## src/rtl/video_mixer_pkg.sv

```systemverilog
// video_mixer_pkg: shared types and helpers for the video mixer.
//   sync_t      - bundle of sync/blank flags travelling with a pixel
//   LAT_DIRECT  - input-to-output latency of the direct path, in clk_sys cycles
//   expand8()   - widen a cw-bit colour component to 8 bits by bit replication
//   dim()       - scanline attenuation c * (2^slw - lvl) / 2^slw, truncated
package video_mixer_pkg;

  localparam int unsigned LAT_DIRECT = 2;

  typedef struct packed {
    logic hs;
    logic vs;
    logic hb;
    logic vb;
  } sync_t;

  // x holds the component right-aligned in its low cw bits.
  function automatic logic [7:0] expand8(input logic [7:0] x, input int unsigned cw);
    logic [7:0] y;
    y = '0;
    for (int unsigned i = 0; i < 8; i++) begin
      y[7 - i] = x[cw - 1 - (i % cw)];
    end
    return y;
  endfunction

  // Product is wide enough for slw up to 8 so no intermediate bits are lost.
  function automatic logic [7:0] dim(input logic [7:0] c, input logic [7:0] lvl,
                                     input int unsigned slw);
    logic [16:0] p;
    p = 17'(c) * ((17'd1 << slw) - 17'(lvl));
    p = p >> slw;
    return p[7:0];
  endfunction

endpackage

```

## src/rtl/video_mixer_dim.sv

```systemverilog
// video_mixer_dim: output register stage for one colour component.
//   clk, reset - clock and synchronous active-high reset
//   c          - 8-bit component from the path-select stage
//   lvl        - scanline level already gated by line parity (0 = no dimming)
//   de_next    - data enable the output will carry alongside this pixel
//   q          - registered, dimmed (and optionally blanked) component
import video_mixer_pkg::*;

module video_mixer_dim #(
  parameter int unsigned SLW         = 2,
  parameter bit          BLANK_BLACK = 1'b1
) (
  input  logic           clk,
  input  logic           reset,
  input  logic [7:0]     c,
  input  logic [SLW-1:0] lvl,
  input  logic           de_next,
  output logic [7:0]     q
);

  always_ff @(posedge clk) begin
    if (reset) begin
      q <= '0;
    end else if (BLANK_BLACK && !de_next) begin
      q <= '0;
    end else begin
      q <= dim(c, 8'(lvl), SLW);
    end
  end

endmodule

```

## src/rtl/video_mixer_gen2.sv

```systemverilog
// video_mixer_gen2: expands CW-bit core RGB to 8-bit VGA, applies scanline
// dimming and blank forcing, and registers HS/VS/DE with the same latency.
//   clk_sys, reset             - master clock, synchronous active-high reset
//   ce_pix / ce_pix_out        - pixel enable in / of the selected path
//   scandoubler, hq2x          - doubled-path select and filter (SD build only)
//   sl_level, sl_phase         - scanline strength and dimmed-line parity
//   mono                       - 1: all outputs take the green component
//   R, G, B                    - CW-bit colour input
//   HSync, VSync, HBlank, VBlank - positive syncs and blanks
//   VGA_R/G/B, VGA_HS/VS/DE    - registered outputs
// Build option: define VIDEO_MIXER_SD_EN to instantiate the scandoubler.
import video_mixer_pkg::*;

module video_mixer_gen2 #(
  parameter int unsigned LINE_LENGTH = 768,
  parameter int unsigned CW          = 8,
  parameter int unsigned SLW         = 2,
  parameter bit          BLANK_BLACK = 1'b1
) (
  input  logic           clk_sys,
  input  logic           reset,
  input  logic           ce_pix,
  output logic           ce_pix_out,
  input  logic           scandoubler,
  input  logic           hq2x,
  input  logic [SLW-1:0] sl_level,
  input  logic           sl_phase,
  input  logic           mono,
  input  logic [CW-1:0]  R,
  input  logic [CW-1:0]  G,
  input  logic [CW-1:0]  B,
  input  logic           HSync,
  input  logic           VSync,
  input  logic           HBlank,
  input  logic           VBlank,
  output logic [7:0]     VGA_R,
  output logic [7:0]     VGA_G,
  output logic [7:0]     VGA_B,
  output logic           VGA_HS,
  output logic           VGA_VS,
  output logic           VGA_DE
);

  // S0: expansion register
  logic [7:0] r0, g0, b0;
  sync_t      s0;

  always_ff @(posedge clk_sys) begin
    if (reset) begin
      r0 <= '0;
      g0 <= '0;
      b0 <= '0;
      s0 <= '0;
    end else begin
      r0 <= expand8(8'(R), CW);
      g0 <= expand8(8'(G), CW);
      b0 <= expand8(8'(B), CW);
      s0 <= '{hs: HSync, vs: VSync, hb: HBlank, vb: VBlank};
    end
  end

  // S1: path select (combinational)
  logic [7:0] rp, gp, bp;
  sync_t      sp;

`ifdef VIDEO_MIXER_SD_EN
  logic       sd_ce;
  logic [7:0] sd_r, sd_g, sd_b;
  sync_t      sd_s;

  scandoubler #(
    .LENGTH     (LINE_LENGTH),
    .HALF_DEPTH (0)
  ) u_sd (
    .clk_vid    (clk_sys),
    .hq2x       (hq2x),
    .ce_pix     (ce_pix),
    .hs_in      (s0.hs),
    .vs_in      (s0.vs),
    .hb_in      (s0.hb),
    .vb_in      (s0.vb),
    .r_in       (r0),
    .g_in       (g0),
    .b_in       (b0),
    .ce_pix_out (sd_ce),
    .hs_out     (sd_s.hs),
    .vs_out     (sd_s.vs),
    .hb_out     (sd_s.hb),
    .vb_out     (sd_s.vb),
    .r_out      (sd_r),
    .g_out      (sd_g),
    .b_out      (sd_b)
  );

  always_comb begin
    ce_pix_out = scandoubler ? sd_ce : ce_pix;
    rp = scandoubler ? sd_r : r0;
    gp = scandoubler ? sd_g : g0;
    bp = scandoubler ? sd_b : b0;
    sp = scandoubler ? sd_s : s0;
  end
`else
  logic unused_sd;
  assign unused_sd  = ^{scandoubler, hq2x, (LINE_LENGTH != 0)};
  assign ce_pix_out = ce_pix;
  assign rp = r0;
  assign gp = g0;
  assign bp = b0;
  assign sp = s0;
`endif

  logic [7:0] r1, g1, b1;

  always_comb begin
    r1 = mono ? gp : rp;
    g1 = gp;
    b1 = mono ? gp : bp;
  end

  // Edge detection, line parity and DE, evaluated on the selected path
  logic           hs_d, vs_d, hb_d, parity;
  logic           hs_fall, vs_fall, hde_rise, hde_fall, de_next;
  logic [SLW-1:0] lvl;

  always_comb begin
    hs_fall  = !sp.hs && hs_d;
    vs_fall  = !sp.vs && vs_d;
    hde_rise = !sp.hb && hb_d;
    hde_fall = sp.hb && !hb_d;
    de_next  = VGA_DE;
    if (hde_rise) begin
      de_next = !sp.vb;
    end else if (hde_fall) begin
      de_next = 1'b0;
    end
    lvl = (parity ^ sl_phase) ? sl_level : '0;
  end

  always_ff @(posedge clk_sys) begin
    if (reset) begin
      hs_d   <= 1'b0;
      vs_d   <= 1'b0;
      hb_d   <= 1'b0;
      parity <= 1'b0;
      VGA_HS <= 1'b0;
      VGA_VS <= 1'b0;
      VGA_DE <= 1'b0;
    end else begin
      hs_d   <= sp.hs;
      vs_d   <= sp.vs;
      hb_d   <= sp.hb;
      // VS clear takes priority over an HS toggle in the same cycle
      if (vs_fall) begin
        parity <= 1'b0;
      end else if (hs_fall) begin
        parity <= ~parity;
      end
      VGA_HS <= sp.hs;
      VGA_VS <= sp.vs;
      VGA_DE <= de_next;
    end
  end

  // S2: dim/blank output registers
  video_mixer_dim #(.SLW(SLW), .BLANK_BLACK(BLANK_BLACK)) u_dim_r (
    .clk(clk_sys), .reset(reset), .c(r1), .lvl(lvl), .de_next(de_next), .q(VGA_R)
  );
  video_mixer_dim #(.SLW(SLW), .BLANK_BLACK(BLANK_BLACK)) u_dim_g (
    .clk(clk_sys), .reset(reset), .c(g1), .lvl(lvl), .de_next(de_next), .q(VGA_G)
  );
  video_mixer_dim #(.SLW(SLW), .BLANK_BLACK(BLANK_BLACK)) u_dim_b (
    .clk(clk_sys), .reset(reset), .c(b1), .lvl(lvl), .de_next(de_next), .q(VGA_B)
  );

endmodule

```

## config.mk

```make
export PLATFORM = sky130hd
export DESIGN_NAME = video_mixer_gen2
export DESIGN_NICKNAME = d
export VERILOG_FILES = /design/src/rtl/video_mixer_pkg.sv /design/src/rtl/video_mixer_dim.sv /design/src/rtl/video_mixer_gen2.sv
export SDC_FILE = /design/constraint.sdc
export NUM_CORES = 1
export LEC_CHECK = 0
export BUFFER_PORTS_ARGS = -buffer_cell sky130_fd_sc_hd__buf_2
export CAP_MARGIN = 30
export CORE_ASPECT_RATIO = 0.7
export CORE_UTILIZATION = 40
export DETAILED_ROUTE_END_ITERATION = 16
export GPL_TIMING_DRIVEN = 0
export PLACE_DENSITY = 0.6
export SYNTH_ARGS = -nofsm -noshare
export SYNTH_HDL_FRONTEND = slang
export SYNTH_SLANG_ARGS = --single-unit
```

## constraint.sdc

```tcl
create_clock -name clk_sys -period 12.07 [get_ports clk_sys]
set_input_delay 1.207 -clock clk_sys [delete_from_list [all_inputs] [get_ports clk_sys]]
set_output_delay 1.207 -clock clk_sys [all_outputs]
set_load 0.05 [all_outputs]
```

==> results of run 1 <==
==> where the power goes <==
| part | total [mW] | switching [mW] | internal, mW |
|---|---|---|---|
| Clock | 0.267 | 0.0868 | 0.180 |
| Combinational | 0.118 | 0.0676 | 0.0505 |
| Sequential | 0.201 | 0.00455 | 0.196 |
==> through the flow <==
stage / cells / cell area [um^2] / power [mW] / utilization [%] / hold slack, ns
after CTS: 621 / 4830 / 0.593 / 49.5 / 0.468
after global placement: 605 / 4520 / 0.320 / 46.3 / 0.451
after detailed placement: 605 / 4520 / 0.321 / 46.3 / 0.456
final: 621 / 4830 / 0.586 / 49.5 / 0.466
after global routing: 621 / 4830 / 0.621 / 49.5 / 0.496
after floorplan: 416 / 4050 / 0.290 / - / 0.439
==> cells in the final DEF (no fill, tap or decap), types with 7 or more instances in the layout <==
cell	synthesis	routed
a21oi_1	8	8
nor2_1	31	31
buf_2	1	62
mux2i_1	13	13
nor2b_1	59	59
xnor2_1	15	15
inv_1	28	28
ha_1	82	82
nand2_1	10	10
and3_1	7	7
nand2b_1	8	8
clkbuf_16	0	9
clkbuf_1	7	9
and2_1	19	19
dfxtp_1	57	57
a211oi_1	8	8
fa_1	15	15
==> flip-flops by register name (all words and copies together) (netlist names) <==
register	flops
b0	8
g0	8
r0	8
u_dim_b.q	8
u_dim_g.q	8
u_dim_r.q	8
s0	4
VGA_DE	1
hb_d	1
hs_d	1
parity	1
vs_d	1
==> layout make-up <==
class | count | share of cell area (%)
multi-input combinational | 318 | 56.5
sequential | 57 | 23.6
timing repair buffer | 61 | 6.32
clock buffer | 11 | 4.82
tap | 128 | 3.32
inverter | 29 | 2.25
clock inverter | 5 | 1.66
buffer | 12 | 1.50
==> per-layer routing <==
layer	share of wire, %	track usage [%]
met5	0	0
met1	52	25.3
met3	6.1	4.67
met2	41	28.0
met4	1.2	5.65
==> worst paths after layout <==
kind | from | end | depth (start not counted)
worst max-delay path | sl_phase | u_dim_r.q[7]$_SDFF_PP0_ | 20
worst min-delay path | s0[3]$_SDFF_PP0_ | hs_d$_SDFF_PP0_ | 1
worst max register to register | parity$_SDFFE_PP0P_ | u_dim_r.q[7]$_SDFF_PP0_ | 19
worst min register to register | s0[3]$_SDFF_PP0_ | hs_d$_SDFF_PP0_ | 1
==> critical path: stages <==
cell	delay, ns
buf_2	0.10
xor2_1	0.40
and2_2	0.29
inv_1	0.07
buf_6	0.14
ha_1	0.35
clkbuf_1	0.34
nor2b_1	0.20
ha_1	0.25
ha_1	0.28
inv_1	0.05
fa_1	0.52
inv_1	0.04
ha_1	0.23
fa_1	0.43
a211oi_1	0.32
o21bai_1	0.13
a21oi_1	0.19
xnor2_1	0.14
nor2_1	0.05
==> synth_stat cells (3+ instances only) <==
cell type / instances / area (um^2)
nand2_1: 10 / 37.5
o21bai_1: 4 / 30.0
inv_1: 28 / 105
buf_6: 3 / 33.8
o21ai_0: 6 / 30.0
and3_1: 7 / 43.8
xor2_1: 6 / 52.6
nor2b_1: 59 / 369
xnor2_1: 15 / 131
clkbuf_1: 7 / 26.3
nor2_1: 31 / 116
dfxtp_1: 57 / 1140
and2_1: 19 / 119
a21o_1: 5 / 37.5
mux2i_1: 13 / 130
a21oi_1: 8 / 40.0
a211oi_1: 8 / 60.1
ha_1: 82 / 1030
nand2b_1: 8 / 50.1
fa_1: 15 / 300
nor3_1: 6 / 30.0
==> logic make-up (layout without fill, tap and decap cells) <==
logic type,count (synthesis),in the layout
compound gates,38,38
xor+xnor,21,21
fa+ha+maj,97,97
buf+inv,41,118
flops,57,57
mux,14,14
simple gates,148,148
==> flow_metrics.py, run 1 <==
metrics = {
    "floorplanning": {
        "die_area_um2": 10500,
        "ios": 65,
        "die_h_um": 86.2,
        "die_w_um": 122,
        "fp.coreArea_um2": 9760,
        "start_util_pct": 41.5,
        "fp-row-count": 30,
    },
    "drt": {
        "vias": 2922,
        "wl_mm": 8.47,
        "drt_iter0_drc": 116,
        "drt_pre_antenna_iters": 4,
        "via_per_inst": 4.71,
        "drc": 0,
        "ant_nets": 0,
        "wire_per_inst_um": 13.6,
    },
    "clock_network": {
        "clk_path_buf_depth": 2,
        "cts_root_buffer": "clkbuf_16",
        "clk_pin_slew_ns": 0.05,
        "numCtsBuffers": 9,
        "clock_sinks": 57,
        "cts_resized": 0,
        "htreeDepth": 3,
        "postCtsSetupBuffers": 0,
        "insertion_delay_ns": 0.33,
        "cts_tree": "done",
        "postCtsHoldBufs": 0,
    },
    "setup_path": {
        "critPathKind": "primary input to register",
        "start_kind": "primary input",
        "cp-end-kind": "register",
        "cp_max_fo": 10,
        "crit_arrival_ns": 5.73,
        "worst_ep_required_time_ns": 12.29,
        "regToRegSetupSlack_ns": 7.16,
    },
    "synthesis": {
        "yosys.area_share.simple_pct": 20.3,
        "synthArstFlopShare_pct": 0,
        "synth_compound_area_share_pct": 6.21,
        "netlist_area_um2": 4050,
        "synth_top_family_by_area": "adder cells",
        "ys_ff_latch": 57,
        "postSynthAreaPerCell_um2": 9.74,
        "seq_area_frac_synth_pct": 28.2,
        "synth_mux_area_share_pct": 3.55,
        "synth_cells": 416,
        "synthXorXnorAreaFrac_pct": 4.54,
        "yosys_warnings": 0,
        "synth_edf_count": 0,
        "synth.distinct_cells": 35,
        "syn_nets": 550,
        "synth-adder-area-share_pct": 32.7,
        "ys.flop_type": "dfxtp_1",
    },
    "global_route": {
        "grt_max_degree": 11,
        "first_global_vias": 3026,
        "overflow": 0,
        "grt_pass1_wl_mm": 14.4,
        "grt_usage_pct": 18.3,
        "grt_antenna_before_repair": 0,
    },
    "sta": {
        "rsz0062_at_grt": "no",
        "fin_crit_sh_pct": 45.7,
        "skew_ns": 0.00596,
        "report.final.hold_viol_count": 0,
        "max_freq_mhz": 181,
        "maxSlewHeadroom_pct": 61.5,
        "fin_crit_ns": 5.52,
        "drv_slew": 0,
        "setup-tns-final_ns": 0,
        "setup_viol": 0,
        "setup_ws_ns": 6.55,
        "worst_pin_slew_ns": 0.578,
    },
    "final_layout": {
        "drive_gt1_share_pct": 17.2,
        "antennaDiodeCount": 0,
        "regArea_um2": 1140,
        "num-nets-final": 622,
        "multiInputGateArea_um2": 2730,
        "final.fill_count": 942,
        "area.growth.synth_to_final_pct": 19.2,
    },
    "status": {
        "status": "completed",
    },
    "power_and_ir_drop": {
        "p_per_area_nw_per_um2": 121,
        "peakVddDrop_uv": 58.8,
        "p_leak_nw": 2.54,
    },
    "placed_design": {
        "gp_congestion": 0.808,
        "place_ws_ns": 6.27,
        "place.port_buffers": 61,
        "dp_hpwl_mm": 6.74,
    },
    "min_path": {
        "hold_path.class": "register to register",
    },
    "run": {
        "maxCapViolCount": 0,
    },
}
Note: power is estimated with default switching activity, not from simulation.
==> run 2: changes to the inputs <==
--- a/config.mk
+++ b/config.mk
@@ -11,7 +11,7 @@
 export CORE_UTILIZATION = 40
 export DETAILED_ROUTE_END_ITERATION = 16
 export GPL_TIMING_DRIVEN = 0
-export PLACE_DENSITY = 0.6
+export PLACE_DENSITY = 0.62
 export SYNTH_ARGS = -nofsm -noshare
 export SYNTH_HDL_FRONTEND = slang
 export SYNTH_SLANG_ARGS = --single-unit
==> constraint.sdc (replaced) <==
create_clock -name clk_sys -period 5 [get_ports clk_sys]
set_input_delay 0.5 -clock clk_sys [delete_from_list [all_inputs] [get_ports clk_sys]]
set_output_delay 0.5 -clock clk_sys [all_outputs]
set_load 0.05 [all_outputs]
==> run 2 against run 1 <==
Compared with the run above: global-route usage down 0.23 points; critical path depth down 1; routed wire length up 0.26%; sequential power up 140%; non-clock buffer count unchanged; die area unchanged; cell count unchanged; clock-buffer cell count down 2; power up 140%; critical path type is now register to register.
==> flow_metrics.py, run 2 (same netlist as run 1, synthesis figures left out) <==
metrics = {
    "status": {
        "status": "completed",
    },
    "power_and_ir_drop": {
        "comb_power_share_pct": 20.4,
        "power_frac_clock_pct": 44.8,
        "netSwitchingFraction_pct": 29.4,
        "p_leak_nw": 2.54,
        "p_per_area_nw_per_um2": 288,
        "intPower_uw": 984,
        "switching_power_uw": 409,
        "power.share.sequential_pct": 34.8,
        "peakVddDrop_uv": 181,
    },
    "floorplanning": {
        "die_h_um": 86.2,
        "die_area_um2": 10500,
        "fp-row-count": 30,
        "start_util_pct": 41.5,
        "die_w_um": 122,
        "ios": 65,
        "fp.coreArea_um2": 9760,
    },
    "final_layout": {
        "antennaDiodeCount": 0,
        "fin_area_um2": 4830,
        "num-nets-final": 622,
        "final.fill_count": 935,
        "final_common_cell": "ha_1",
        "regArea_um2": 1140,
        "drive_gt1_share_pct": 18.1,
        "area.growth.synth_to_final_pct": 19.2,
        "multiInputGateArea_um2": 2740,
        "layout_common_cells": "ha_1, buf_2, nor2b_1, dfxtp_1, nor2_1",
    },
    "global_route": {
        "grt_max_degree": 13,
        "grt_usage_pct": 18.1,
        "overflow": 0,
        "first_global_vias": 2928,
        "grt_pass1_wl_mm": 14.2,
        "grt_antenna_before_repair": 0,
    },
    "sta": {
        "skew_ns": 0.00888,
        "setup_ws_ns": 0.283,
        "setup_viol": 0,
        "fin_crit_sh_pct": 94.3,
        "rsz0062_at_grt": "no",
        "max_freq_mhz": 212,
        "fin_crit_ns": 4.72,
        "worst_pin_slew_ns": 0.536,
        "maxSlewHeadroom_pct": 64.3,
        "report.final.hold_viol_count": 0,
        "drv_slew": 0,
    },
    "drt": {
        "drc": 0,
        "drt_pre_antenna_iters": 4,
        "ant_nets": 0,
        "vias": 2967,
        "drt_iter0_drc": 115,
        "wl_mm": 8.49,
        "via_per_inst": 4.78,
        "wire_per_inst_um": 13.7,
    },
    "setup_path": {
        "start_kind": "register",
        "critPathMaxStageDelay_ns": 0.54,
        "crit_top_cell": "ha_1",
        "cp-end-kind": "register",
        "rr_startpoint": "parity$_SDFFE_PP0P_",
        "worst_ep_required_time_ns": 5.23,
        "worstPathCellList": "xor2_2 -> and2_2 -> inv_1 -> buf_6 -> ha_1 -> clkbuf_2 -> nor2b_1 -> ha_1 -> ha_1 -> inv_1 -> fa_1 -> inv_1 -> ha_1 -> fa_1 -> a211oi_1 -> o21bai_1 -> a21oi_1 -> xnor2_1 -> nor2_1",
        "regToRegEndpoint": "u_dim_r.q[7]$_SDFF_PP0_",
        "crit_arrival_ns": 4.95,
        "cp_max_fo": 10,
        "critPathSlowestCell": "fa_1",
        "r2r_cells": 19,
        "regToRegSetupSlack_ns": 0.28,
        "critPathKind": "register to register",
    },
    "clock_network": {
        "clock_sinks": 57,
        "cts_resized": 0,
        "clk_pin_slew_ns": 0.06,
        "insertion_delay_ns": 0.34,
        "postCtsHoldBufs": 0,
        "cts_tree": "done",
        "htreeDepth": 3,
        "postCtsSetupBuffers": 0,
        "numCtsBuffers": 9,
        "clk_path_buf_depth": 2,
        "cts_root_buffer": "clkbuf_16",
    },
    "min_path": {
        "hold_path.class": "primary input to register",
        "holdPathEnd": "b0[5]$_SDFF_PP0_",
        "min_path_cells": 2,
        "hold_start": "B[5]",
    },
    "placed_design": {
        "gp_congestion": 0.852,
        "place_ws_ns": -0.172,
        "dp_hpwl_mm": 6.78,
        "place_area_um2": 4520,
        "place.port_buffers": 61,
    },
    "run": {
        "maxCapViolCount": 0,
    },
}
## run 2: final cells by class
cell class | count | area share [%]
Multi-Input combinational cell | 318 | 56.7
Sequential cell | 57 | 23.6
Timing Repair Buffer | 61 | 6.32
Clock buffer | 9 | 4.66
Tap cell | 128 | 3.31
Inverter | 29 | 2.25
Clock inverter | 7 | 1.66
Buffer | 12 | 1.53
## run 2: metal layers
layer	part of all wire, %	track usage [%]	routed length (um)	up-vias
li1	-	-	-	1526
met2	40	25.8	3370	75
met3	5.6	5.33	472	14
met4	1.8	7.21	153	0
met5	0	0	0	-
met1	53	25.4	4500	1352
## run 2: worst max path at each step
stage / start / endpoint / slack, ns / depth (start not counted)
2_1_floorplan: sl_phase / u_dim_r.q[7]$_SDFF_PP0_ / 0.61 / 19
3_3_place_gp: sl_phase / u_dim_r.q[7]$_SDFF_PP0_ / -0.12 / 20
3_5_place_dp: sl_phase / u_dim_r.q[7]$_SDFF_PP0_ / -0.17 / 20
4_1_cts: parity$_SDFFE_PP0P_ / u_dim_r.q[7]$_SDFF_PP0_ / 0.05 / 19
5_1_grt: parity$_SDFFE_PP0P_ / u_dim_r.q[7]$_SDFF_PP0_ / 0.001 / 19
6_report: parity$_SDFFE_PP0P_ / u_dim_r.q[7]$_SDFF_PP0_ / 0.28 / 19
## run 2: per-stage QoR
step	cells	power [mW]	TNS [ns]	hold WS [ns]	utilization (%)
2_1_floorplan	416	0.700	0	0.439	-
3_3_place_gp	605	0.772	-0.121	0.451	46.3
3_5_place_dp	605	0.774	-0.172	0.462	46.3
4_1_cts	621	1.41	0	0.357	49.4
5_1_grt	621	1.47	0	0.367	49.5
6_report	621	1.39	0	0.366	49.5
## run 2: power by group through the flow
stage / Clock, mW / Combinational, mW / Sequential (mW)
after floorplan: 0 / 0.191 / 0.509
after global placement: 0 / 0.278 / 0.493
after detailed placement: 0 / 0.280 / 0.493
after CTS: 0.636 / 0.287 / 0.484
after global routing: 0.660 / 0.328 / 0.486
final: 0.624 / 0.285 / 0.484
## run 2: critical path, delay by kind of cell, from the launching register on
family | cells | cell delay [ns]
and+or+nand+nor | 3 | 0.49
DFF | 1 | 0.38
xor gates and xnor gates | 2 | 0.42
adders and majority gates | 6 | 2.12
buffers and inverters | 5 | 0.55
AOI/OAI and AO/OA | 3 | 0.64
